[config.mk]
export PLATFORM = sky130hd
export DESIGN_NAME = gzip_seq_unit
export DESIGN_NICKNAME = d
export VERILOG_FILES = /design/src/rtl/gzip_seq_unit.sv
export SDC_FILE = /design/constraint.sdc
export NUM_CORES = 1
export LEC_CHECK = 0
export ABC_AREA = 0
export ABC_CLOCK_PERIOD_IN_PS = 9500
export CORE_MARGIN = 1.5
export CORE_UTILIZATION = 61
export CTS_CLUSTER_DIAMETER = 150
export DETAILED_ROUTE_END_ITERATION = 12
export PLACE_DENSITY = 0.93
export SLEW_MARGIN = 40
export SYNTH_ARGS = -nofsm -noshare
export SYNTH_HDL_FRONTEND = slang
export SYNTH_SLANG_ARGS = --single-unit
[constraint.sdc]
create_clock -name clock -period 9.5 [get_ports clock]
set_input_delay 2.375 -clock clock [delete_from_list [all_inputs] [get_ports clock]]
set_output_delay 2.375 -clock clock [all_outputs]
set_load 0.05 [all_outputs]
[src/rtl/gzip_seq_unit.sv]
// gzip_seq_unit: multi-cycle generalized zip/unzip, one butterfly stage per clock.
// Optional build macro GZIP_SEQ_SKIP_EN: RUN visits only the enabled stages.
module gzip_seq_unit #(
  parameter int TAG_W = 4
) (
  input  logic             clock,
  input  logic             resetn,
  input  logic             in_valid,
  output logic             in_ready,
  input  logic [31:0]      in_rs1,
  input  logic [4:0]       in_rs2,
  input  logic [TAG_W-1:0] in_tag,
  output logic             out_valid,
  input  logic             out_ready,
  output logic [31:0]      out_rd,
  output logic [TAG_W-1:0] out_tag
);
  localparam logic [1:0] IDLE = 2'd0;
  localparam logic [1:0] RUN  = 2'd1;
  localparam logic [1:0] DONE = 2'd2;

  logic [1:0]       state_q, state_d;
  logic [31:0]      work_q, work_d;
  logic [4:0]       rs2_q, rs2_d;
  logic [TAG_W-1:0] tag_q, tag_d;
  logic [2:0]       cnt_q, cnt_d;
  logic [31:0]      rd_q, rd_d;
  logic [TAG_W-1:0] otag_q, otag_d;
  logic [3:0]       en;
  logic [31:0]      stepped;
  logic [2:0]       nxt, init;

  // Stage enables listed in visiting order (position 0 is visited first).
  function automatic logic [3:0] en_of(input logic [4:0] r);
    en_of = r[0] ? {r[1], r[2], r[3], r[4]} : r[4:1];
  endfunction

  // One butterfly stage; s selects N = 1 << s.
  function automatic logic [31:0] stage(input logic [31:0] x, input logic [1:0] s);
    logic [31:0] l, r;
    l = s == 2'd3 ? 32'h00ff0000 : s == 2'd2 ? 32'h0f000f00 : s == 2'd1 ? 32'h30303030 : 32'h44444444;
    r = s == 2'd3 ? 32'h0000ff00 : s == 2'd2 ? 32'h00f000f0 : s == 2'd1 ? 32'h0c0c0c0c : 32'h22222222;
    stage = (x & ~(l | r)) | ((x << (6'd1 << s)) & l) | ((x >> (6'd1 << s)) & r);
  endfunction

`ifdef GZIP_SEQ_SKIP_EN
  // First enabled position at or after 'from'; 4 when none remains.
  function automatic logic [2:0] seek(input logic [3:0] e, input logic [2:0] from);
    seek = 3'd4;
    for (int p = 3; p >= 0; p--)
      if (p >= int'(from) && e[p]) seek = 3'(p);
  endfunction
  logic [2:0] first;
  assign first = seek(en_of(in_rs2), 3'd0);
  assign init  = first == 3'd4 ? 3'd0 : first;
  assign nxt   = seek(en, cnt_q + 3'd1);
`else
  assign init  = 3'd0;
  assign nxt   = cnt_q + 3'd1;
`endif

  assign en        = en_of(rs2_q);
  assign stepped   = en[cnt_q[1:0]] ? stage(work_q, rs2_q[0] ? ~cnt_q[1:0] : cnt_q[1:0]) : work_q;
  assign in_ready  = state_q == IDLE;
  assign out_valid = state_q == DONE;
  assign out_rd    = rd_q;
  assign out_tag   = otag_q;

  // Next-state: accept in IDLE, one stage per RUN cycle, wait for consumer in DONE.
  always_comb begin
    state_d = state_q;
    work_d  = work_q;
    rs2_d   = rs2_q;
    tag_d   = tag_q;
    cnt_d   = cnt_q;
    rd_d    = rd_q;
    otag_d  = otag_q;
    if (state_q == IDLE && in_valid) begin
      state_d = RUN;
      work_d  = in_rs1;
      rs2_d   = in_rs2;
      tag_d   = in_tag;
      cnt_d   = init;
    end else if (state_q == RUN) begin
      work_d = stepped;
      cnt_d  = nxt;
      if (nxt == 3'd4) begin
        state_d = DONE;
        rd_d    = stepped;
        otag_d  = tag_q;
      end
    end else if (state_q == DONE && out_ready) begin
      state_d = IDLE;
    end
  end

  // State registers with asynchronous active-low reset.
  always_ff @(posedge clock or negedge resetn) begin
    if (!resetn) begin
      state_q <= IDLE;
      work_q  <= '0;
      rs2_q   <= '0;
      tag_q   <= '0;
      cnt_q   <= '0;
      rd_q    <= '0;
      otag_q  <= '0;
    end else begin
      state_q <= state_d;
      work_q  <= work_d;
      rs2_q   <= rs2_d;
      tag_q   <= tag_d;
      cnt_q   <= cnt_d;
      rd_q    <= rd_d;
      otag_q  <= otag_d;
    end
  end
endmodule

==> results.cfg <==
[synthesis]
synth_edf_count = 0
synth_top_area_share_pct = 31.6
async_flop_share_pct = 100
synthFlopType = dfrtp_1
yosysSeqAreaShare_pct = 31.6
yosys_warnings = 0
yosysMostFrequentCell = nand2_1
syn_avg_cell_area_um2 = 9.44
syn_area_mm2 = 0.00649
netlist_instances = 688
synth_top_area_cell = dfrtp_1
syn_nets = 743
yosys_register_bits = 82
synth_common_cells = nand2_1, dfrtp_1, mux2i_1, o21ai_0, mux4_2
synth.area.top_cells = dfrtp_1, mux4_2, mux2i_1
synth.distinct_cells = 63

[clock_network]
clock-root-buffer = clkbuf_8
ctsResizeCount = 0
cts_tree = built
hold_buffers = 0
worstSkewPairLatency_ns = 0.37
cts_sinks = 82
cts_setup_buffers = 0
htree_num_levels = 3
clock_tree.buffer_depth = 2
path_clk_slew_ns = 0.09
numCtsBuffers = 9

[outcome]
status = complete, no violations

[die]
pin_count = 83
dieArea_mm2 = 0.0113
rows = 37
dieWidth_um = 106
die_y_um = 106
coreArea_mm2 = 0.0103
start_util_pct = 62.9

[setup_path]
reg2reg_depth = 9
worstPathRequired_ns = 7.13
cp_max_fo = 6
critPathArrivalTime_ns = 1.90
cp-end-kind = primary output
criticalPathCategory = reg -> out
critical_path.startpoint_type = register

[grt]
grt_max_degree = 83
grt_overflow = 0
antenna_found_initial = 0
grt_pass1_wl_um = 35000
globalRouteTotalUtil_pct = 41.6
grt_pass1_vias = 6211

[placed_design]
place_area_mm2 = 0.00726
dp_hpwl_um = 16100
place_congestion = 1.02
placed_cells = 853
portBuffers = 82

[drt]
wl_per_cell_um = 26.2
routed_wirelength_um = 22800
ant_nets = 0
drt_iter0_drc = 907
dr.pass1.iters = 6
drc = 0
vias = 6341
viasPerCell = 7.29

[flow_run]
drv_cap = 0

[final_layout]
diodes = 0
drive_above_1_share_pct = 15.3
instances_no_fill = 870
postLayoutCellArea_mm2 = 0.00750
layout-area-overhead-vs-synth_pct = 15.5
final_util_pct = 72.6
nets = 784
fill_cells = 709

[timing]
worst_slew_margin_rel_pct = 45.3
fmax_ghz = 0.234
slew_violations = 0
fin_crit_ns = 4.28
finalCritPeriodShare_pct = 45.0
fin_tns_setup_ns = 0
setup-violations-final = 0
fin_skew_ns = 0.0129
rsz0062_at_grt = false
hold_violations = 0
max_slew.worst_pin.slew_ns = 0.819

[min_path]
hold_path_class = reg -> reg
hold_depth = 2
stage by stage:
step / setup slack (ns) / hold WS (ns)
floorplan: 5.86 / 0.439
global placement: 4.87 / 0.451
CTS: 5.26 / 0.487
finish: 5.22 / 0.486
detailed placement: 5.14 / 0.464
global route: 5.14 / 0.512
layer usage:
layer  up-vias  GRT usage (%)  routed length, µm  share of wire, %
li1       2652              -                  -                 -
met1      3022           53.6               8010                35
met2       530           64.2              10200                45
met3       137           11.0               2990                13
met4         0           22.8               1600               7.0
met5         -              0                  0                 0
final timing paths:
path / startpoint / endpoint / slack, ns
worst max-delay path: state_q[1] / out_valid / 5.22
worst min-delay path: tag_q[0] / out_tag[0] / 0.49
worst max register to register: rs2_q[0] / out_rd[6] / 5.49
worst min register to register: tag_q[0] / out_tag[0] / 0.49
max in group asynchronous: resetn / out_rd[19] / 7.07
min in group asynchronous: resetn / work_q[29] / 1.85
critical path, stage by stage, from the launching register on:
cell             delay (ns)
dfrtp_1                0.45
inv_1                  0.11
nor2_1                 0.15
clkdlybuf4s50_1        0.83
final cells by class:
| class | instances | area, µm² | area share [%] |
|---|---|---|---|
| Timing Repair Buffer | 92 | 917 | 12.2 |
| Clock buffer | 9 | 124 | 1.65 |
| Multi-Input combinational cell | 536 | 4130 | 55.0 |
| Clock inverter | 7 | 77.6 | 1.03 |
| Sequential cell | 82 | 2050 | 27.4 |
| Tap cell | 136 | 170 | 2.27 |
| Inverter | 8 | 30.0 | 0.401 |
logic make-up (layout without fill, tap and decap cells):
| logic type | after synthesis | count (layout) | synth area share [%] |
|---|---|---|---|
| buf+inv | 70 | 116 | 5.28 |
| simple gates | 212 | 212 | 14.3 |
| fa+ha+maj | 10 | 10 | 1.93 |
| mux | 125 | 125 | 27.2 |
| flops | 82 | 82 | 31.6 |
| xor+xnor | 3 | 3 | 0.405 |
| compound gates | 186 | 186 | 19.3 |
placed cells by master (no fill, tap or decap), drive strengths merged, types with 4 or more instances in the layout:
| cell type | Yosys | routed |
|---|---|---|
| o211ai | 18 | 18 |
| nor2 | 30 | 30 |
| dfrtp | 82 | 82 |
| clkdlybuf4s50 | 0 | 81 |
| a22o | 7 | 7 |
| a221o | 7 | 7 |
| a32oi | 5 | 5 |
| a21o | 4 | 4 |
| nand3 | 20 | 20 |
| clkbuf | 34 | 9 |
| o31ai | 4 | 4 |
| ha | 10 | 10 |
| a22oi | 19 | 19 |
| o21ai | 52 | 52 |
| clkinv | 0 | 4 |
| a31oi | 4 | 4 |
| nand2b | 6 | 6 |
| a21oi | 30 | 30 |
| buf | 28 | 11 |
| mux2 | 33 | 33 |
| nor2b | 10 | 10 |
| and2 | 7 | 7 |
| nand2 | 120 | 120 |
| inv | 8 | 10 |
| and3 | 10 | 10 |
| o22ai | 5 | 5 |
| mux2i | 55 | 55 |
| mux4 | 37 | 37 |
sequential cells by signal, indices dropped and copies added, names as in the netlist:
register,count
rs2_q,5
state_q,2
out_rd,32
cnt_q,3
tag_q,4
out_tag,4
work_q,32
Power is not shown: default switching activity piles up to over one toggle a cycle in this logic, so the estimate is an artifact.
